[config.mk]
export PLATFORM = sky130hd
export DESIGN_NAME = async_input_conditioner
export DESIGN_NICKNAME = d
export VERILOG_FILES = /design/src/rtl/async_input_conditioner.sv
export SDC_FILE = /design/constraint.sdc
export NUM_CORES = 1
export LEC_CHECK = 0
export CAP_MARGIN = 20
export CORE_ASPECT_RATIO = 0.75
export CORE_MARGIN = 4
export CORE_UTILIZATION = 52
export DETAILED_ROUTE_END_ITERATION = 12
export PLACE_DENSITY = 0.8
export SYNTH_ARGS = -nofsm -noshare
export SYNTH_HDL_FRONTEND = slang
export SYNTH_SLANG_ARGS = --single-unit
[constraint.sdc]
create_clock -name clk -period 2.25 [get_ports clk]
set_clock_uncertainty 0.2 [all_clocks]
set_input_delay 0.225 -clock clk [delete_from_list [all_inputs] [get_ports clk]]
set_output_delay 0.225 -clock clk [all_outputs]
set_load 0.02 [all_outputs]
[src/rtl/async_input_conditioner.sv]
// Multi-channel conditioner for asynchronous inputs: synchroniser chain, glitch
// filter, registered rise/fall pulses and a saturating rise counter per channel.
module async_input_conditioner #(
    parameter int WIDTH         = 4,
    parameter int SYNC_STAGES   = 2,
    parameter int FILTER_CYCLES = 4,
    parameter int CNT_W         = 8
) (
    input  logic                   clk,
    input  logic                   rst_n,
    input  logic [WIDTH-1:0]       din,
    input  logic                   clr,
    output logic [WIDTH-1:0]       dout,
    output logic [WIDTH-1:0]       rise,
    output logic [WIDTH-1:0]       fall,
    output logic [WIDTH*CNT_W-1:0] event_cnt,
    output logic [WIDTH-1:0]       ovf
);

    localparam int FW = (FILTER_CYCLES > 1) ? $clog2(FILTER_CYCLES) : 1;
    localparam logic [FW-1:0]    FLT_MAX = FW'(FILTER_CYCLES - 1);
    localparam logic [FW-1:0]    FLT_ONE = FW'(1);
    localparam logic [CNT_W-1:0] CNT_MAX = {CNT_W{1'b1}};
    localparam logic [CNT_W-1:0] CNT_ONE = CNT_W'(1);

    for (genvar i = 0; i < WIDTH; i++) begin : g_ch
        logic [SYNC_STAGES-1:0] sync_sr_q, sync_sr_d;
        logic [FW-1:0]          flt_cnt_q, flt_cnt_d;
        logic                   dout_q, dout_d;
        logic                   rise_q, rise_d;
        logic                   fall_q, fall_d;
        logic [CNT_W-1:0]       cnt_q, cnt_d;
        logic                   ovf_q, ovf_d;
        logic                   sync_lvl;

        assign sync_lvl = sync_sr_q[SYNC_STAGES-1];

        // Synchroniser shift and level filter; a new level is taken only after
        // it has disagreed with dout for FILTER_CYCLES consecutive edges.
        always_comb begin
            sync_sr_d = {sync_sr_q[SYNC_STAGES-2:0], din[i]};
            flt_cnt_d = flt_cnt_q;
            dout_d    = dout_q;
            rise_d    = 1'b0;
            fall_d    = 1'b0;
            if (sync_lvl == dout_q) begin
                flt_cnt_d = {FW{1'b0}};
            end else if (flt_cnt_q == FLT_MAX) begin
                dout_d    = sync_lvl;
                flt_cnt_d = {FW{1'b0}};
                rise_d    = sync_lvl;
                fall_d    = ~sync_lvl;
            end else begin
                flt_cnt_d = flt_cnt_q + FLT_ONE;
            end
        end

        // Saturating rise counter; clr wins over a coincident rise.
        always_comb begin
            cnt_d = cnt_q;
            ovf_d = ovf_q;
            if (clr) begin
                cnt_d = {CNT_W{1'b0}};
                ovf_d = 1'b0;
            end else if (rise_d) begin
                if (cnt_q == CNT_MAX) begin
                    ovf_d = 1'b1;
                end else begin
                    cnt_d = cnt_q + CNT_ONE;
                end
            end else begin
                cnt_d = cnt_q;
            end
        end

        // Channel state registers with asynchronous clear.
        always_ff @(posedge clk or negedge rst_n) begin
            if (!rst_n) begin
                sync_sr_q <= {SYNC_STAGES{1'b0}};
                flt_cnt_q <= {FW{1'b0}};
                dout_q    <= 1'b0;
                rise_q    <= 1'b0;
                fall_q    <= 1'b0;
                cnt_q     <= {CNT_W{1'b0}};
                ovf_q     <= 1'b0;
            end else begin
                sync_sr_q <= sync_sr_d;
                flt_cnt_q <= flt_cnt_d;
                dout_q    <= dout_d;
                rise_q    <= rise_d;
                fall_q    <= fall_d;
                cnt_q     <= cnt_d;
                ovf_q     <= ovf_d;
            end
        end

        assign dout[i]                     = dout_q;
        assign rise[i]                     = rise_q;
        assign fall[i]                     = fall_q;
        assign ovf[i]                      = ovf_q;
        assign event_cnt[i*CNT_W +: CNT_W] = cnt_q;
    end

endmodule

# --- After elaboration in Yosys (flattened, before gate mapping) ---
# Cells that the tools add are included.
classes:
  addsub: 8
  n_eq_ne: 16
  muxes: 48
  n_bitwise: 8
  reduce_logical: 20
op_table:
  columns: ["operator", "count"]
  rows:
  - ["2-to-1 mux 8 bit", 12]
  - ["adder 8 x 1 -> 8 bit, second input constant", 4]
  - ["equality test 8 bit, second input constant", 4]
  - ["2-to-1 mux 1 bit", 28]
  - ["AND reduction 2 bit", 12]
  - ["2-to-1 mux 2 bit", 8]
  - ["nonzero test 2 bit", 8]
  - ["adder 2 x 1 -> 2 bit, second input constant", 4]
  - ["equality test 2 bit, second input constant", 4]
  - ["!= test 2 bit, second input constant", 4]
  - ["inverter 1 bit", 8]
  - ["equality test 1 bit", 4]
word_totals:
  ff_bits: 64
  inputBits: 7
  output_inout_bits: 48
  wordCells: 128

# --- Depth between registers and ports, before layout ---
logic_depth:
  ltp_word: 5
  depth_mapped: 6
  mapped_depth_nobuf: 6

# --- Worst setup path before layout ---
# OpenSTA, ideal clock, no wires.
synth_timing:
  path_kind: "register to register"
  start: "register g_ch[0].cnt_q[0]"
  end: "register g_ch[0].cnt_q[7]"
  setup_ns: 0.128
  t_arrival_ns: 1.485
  t_required_ns: 1.922
  slack_ns: 0.438
  path_stages_with_launch: 6
  synth_period_minus_slack_ns: 1.812
  path_cell_list: "dfrtp_1 ha_1 nand4_2 o2111ai_2 nor2_1 mux2_1"
synth_between:
  elab_chain_len: 4
  word_cells_on_any_way: 7
  cone_classes: "1 x add/sub; 2 x eq/ne; 3 x mux; 1 x reduce/logical"
synth_lines:
  columns: ["item", "line_no", "source"]
  rows:
  - ["start: declaration", "32", "logic [CNT_W-1:0] cnt_q, cnt_d;"]
  - ["start signal: assignment", "84", "cnt_q <= {CNT_W{1'b0}};"]
  - ["start signal: assignment", "92", "cnt_q <= cnt_d;"]
  - ["adder 8 x 1 -> 8 bit", "69", "cnt_d = cnt_q + CNT_ONE;"]
  - ["2-to-1 mux 8 bit", "66", "if (cnt_q == CNT_MAX) begin"]
  - ["2-to-1 mux 8 bit", "65", "end else if (rise_d) begin"]
  - ["2-to-1 mux 8 bit", "62", "if (clr) begin"]
# Several ways; a longest one is shown, not always the timed one. The select of a mux whose other input is x is not followed.
# A chain may end at the register's enable or synchronous reset.

# --- Worst setup path in the final report ---
layout_timing:
  start: "register g_ch[0].cnt_q[3]"
  end: "output port event_cnt[3]"
layout_rtl:
  columns: ["item", "line_no", "source"]
  rows:
  - ["end: declaration", "16", "output logic [WIDTH*CNT_W-1:0] event_cnt,"]
# No word-level cell between the ends.

==> summary.txt <==
# diodes - 0
layout cells sized above 1 - 11.86%
total global routing overflow - 0
Layout Nets - 322
top-count cell post-synth - dfrtp_1
Remaining DRCs - 0
first-pass GRT wire length - 9.425 mm
worst min path class - in -> reg
synth top area cells - dfrtp_1 54%, xor2_1 4.7%, nor2_1 4.6%, buf_4 4.1%, ha_1 3.4%
setup_tns - 0 ns
Num CTS Buffers - 9
Sink Count - 64
largest net degree at the start of global routing - 35
syn_nets - 273
H-tree levels - 3
R2R Setup Slk - 0.39 ns
CP required - 1.82 ns
Compound-Gate Fraction of Synth Area - 7.224%
CP top delay family - buffers and inverters
Slowest Stage Delay on Critical Path - 0.66 ns
worst slew pin tran - 0.4272 ns
Die Area - 0.006979 sq mm
Via Count - 2021
Port Buffer Count - 54
hpwl dp - 3.949 mm
VDD IR max - 0.5453 mV
Die H - 73.36 um
Max-slew headroom - 71.52%
warnings from Yosys - 0
final hold violation count - 0
Leak - 1.700 nW
PD cells - 765.9 mW/mm^2
Post-Syn Area per Cell - 11.48 sq um
Yosys top cell area share - 54.08%
R2R cell count - 5
Final min period - 1.909 ns
routability cong. - 0.8757
post-synthesis sequential area ratio - 54.08%
Layout area overhead - 24.93%
Iteration-0 DRC Markers - 73
I/O pin total - 55
CP max stage cell - clkdlybuf4s50_1
Max Clk Rate - 523.9 MHz
die width - 95.14 um
Fillers - 397
Post-Syn Area - 0.002962 sq mm
Hold Crit Depth - 1
Global Route Usage Sum - 17.77%
Critical Path Source Type - flop
CP arrival - 1.48 ns
Async S/R FF share, synth - 100.0%
CORE AREA - 0.005439 sq mm
Buf+Inv Stages, Crit Path - 1
Max-Cap Viols - 0
WL final - 5.487 mm
clock-pin slew on the worst setup and hold paths - 0.07 ns
Endpoint, Worst Hold - g_ch[1].sync_sr_q[0]
Routed wire per std cell - 14.18 um
placed cell count - 370
worst setup path startpoint - g_ch[0].cnt_q[3]
worst-skew pair later-pin latency - 0.33 ns
Site Rows - 23
largest family of logic cells by synthesized area - simple AND/OR/NAND/NOR gates
#FFs+latches synth - 64
mux contribution to synthesized area - 4.309%
Final Non-Filler Cells - 387
EDFF count, synth - 0
hold_sp - din[1]
CTS tree - yes
adder-cell share of the synthesized area - 3.380%
top post-synthesis cells by count - 64 x dfrtp_1, 36 x nor2_1, 16 x buf_4, 16 x xor2_1, 9 x nand3_1
dominant synthesized flop cell - dfrtp_1
Crit Reg-Reg Startpoint - g_ch[0].flt_cnt_q[0]
kind of end point of the critical path - output port
post-synthesis xor/xnor area fraction - 6.802%
cells along the critical path - clkdlybuf4s50_1
Final period util - 84.84%
status - completed
Vias/cell - 5.222
drt pass-1 iters - 4
DRT antenna net count - 0
post-synthesis simple-gate area fraction - 18.80%
RSZ-0062 raised after global routing - false
Syn Inst Count - 258
top cell type by total area after synthesis - dfrtp_1
Reg-to-Reg End - g_ch[0].cnt_q[7]
clk root buf - clkbuf_8
initial antenna violation count - 0
Slew Limit Fails - 0
kind of critical path - reg -> out
Initial Utilization - 54.45%
final-report setup violation count - 0
clk buf depth - 2
Worst Path Max Fanout - 6
unique cell type count in the Yosys netlist - 44
number of global-route vias before repair - 1931
## final cells by class
| type | instances | area [sq um] | share of cell area [%] |
|---|---|---|---|
| tap | 75 | 93.84 | 2.536 |
| inverter | 4 | 15.01 | 0.4058 |
| sequential | 64 | 1602 | 43.29 |
| multi-input combinational | 168 | 1200 | 32.43 |
| clock buffer | 11 | 151.4 | 4.092 |
| clock inverter | 5 | 55.05 | 1.488 |
| timing repair buffer | 60 | 583.1 | 15.76 |
## state kept, by name, indices dropped and copies added (netlist names)
| signal | flops |
|---|---|
| g_ch.ovf_q | 4 |
| g_ch.fall_q | 4 |
| g_ch.sync_sr_q | 8 |
| g_ch.dout_q | 4 |
| g_ch.cnt_q | 32 |
| g_ch.flt_cnt_q | 8 |
| g_ch.rise_q | 4 |
## placed cells by master (no fill, tap or decap), drive strengths merged, types with 2 or more instances in the layout
| cell type | synthesis | layout |
|---|---|---|
| dfrtp | 64 | 64 |
| clkdlybuf4s50 | 0 | 53 |
| nor2 | 36 | 36 |
| xor2 | 16 | 16 |
| clkbuf | 3 | 11 |
| nand3 | 9 | 9 |
| nand4 | 9 | 9 |
| ha | 8 | 8 |
| xnor2 | 7 | 7 |
| nor2b | 7 | 7 |
| o21ai | 7 | 7 |
| and3b | 6 | 6 |
| nand2 | 6 | 6 |
| a21oi | 6 | 6 |
| mux2i | 6 | 6 |
| mux2 | 6 | 6 |
| buf | 19 | 6 |
| o211ai | 5 | 5 |
| and3 | 5 | 5 |
| nor3 | 4 | 4 |
| inv | 4 | 4 |
| and4 | 3 | 3 |
| o31ai | 3 | 3 |
| and2 | 3 | 3 |
| or4 | 3 | 3 |
| o2111ai | 3 | 3 |
| a31oi | 2 | 2 |
| clkinv | 0 | 2 |
| clkinvlp | 0 | 2 |
| nand3b | 2 | 2 |
## cell families (layout without fill, tap and decap cells)
kind of cell,count (synthesis),in the layout
DFF,64,64
adders and majority gates,8,8
buffers and inverters,26,80
and+or+nand+nor,97,97
AOI/OAI and AO/OA,28,28
muxes,12,12
xor gates and xnor gates,23,23
## worst max path at each step
stage / end / slack [ns] / cells past startpoint
6_report: event_cnt[3] / 0.34 / 1
4_1_cts: event_cnt[2] / 0.33 / 1
3_3_place_gp: g_ch[1].cnt_q[5] / 0.48 / 5
2_1_floorplan: g_ch[0].cnt_q[7] / 0.44 / 5
5_1_grt: event_cnt[2] / 0.26 / 1
3_5_place_dp: g_ch[0].cnt_q[7] / 0.40 / 5
## power by group
part	internal (W)	switching, W
clock	0.000567	0.000431
combinational	0.000247	0.000225
sequential	0.00127	0.0000949
total	0.00208	0.000751
## routing by layer
| metal | part of all wire (%) | GRT usage (%) |
|---|---|---|
| met1 | 49 | 24.15 |
| met2 | 44 | 25.68 |
| met3 | 6.2 | 7.881 |
| met4 | 0.80 | 5.440 |
| met5 | 0 | 0 |
## through the flow
| stage | cell area, sq um | worst slack, ns | hold slack (ns) | util, % | power, W |
|---|---|---|---|---|---|
| 2_1_floorplan | 2962 | 0.4376 | -0.2706 | - | 0.001721 |
| 3_3_place_gp | 3483 | 0.4833 | 0.06456 | 64.04 | 0.001840 |
| 3_5_place_dp | 3483 | 0.3955 | 0.06586 | 64.04 | 0.001861 |
| 4_1_cts | 3700 | 0.3300 | 0.1066 | 68.02 | 0.002870 |
| 5_1_grt | 3700 | 0.2575 | 0.09625 | 68.02 | 0.002993 |
| 6_report | 3700 | 0.3411 | 0.1242 | 68.02 | 0.002834 |
## what timing repair did
item                      in CTS  in global routing
setup buffers                  0                  0
hold endpoints to repair      64                  0
hold buffers                   1                  0
gates resized for setup        0                  0
Power figures use the tool's default switching activity.
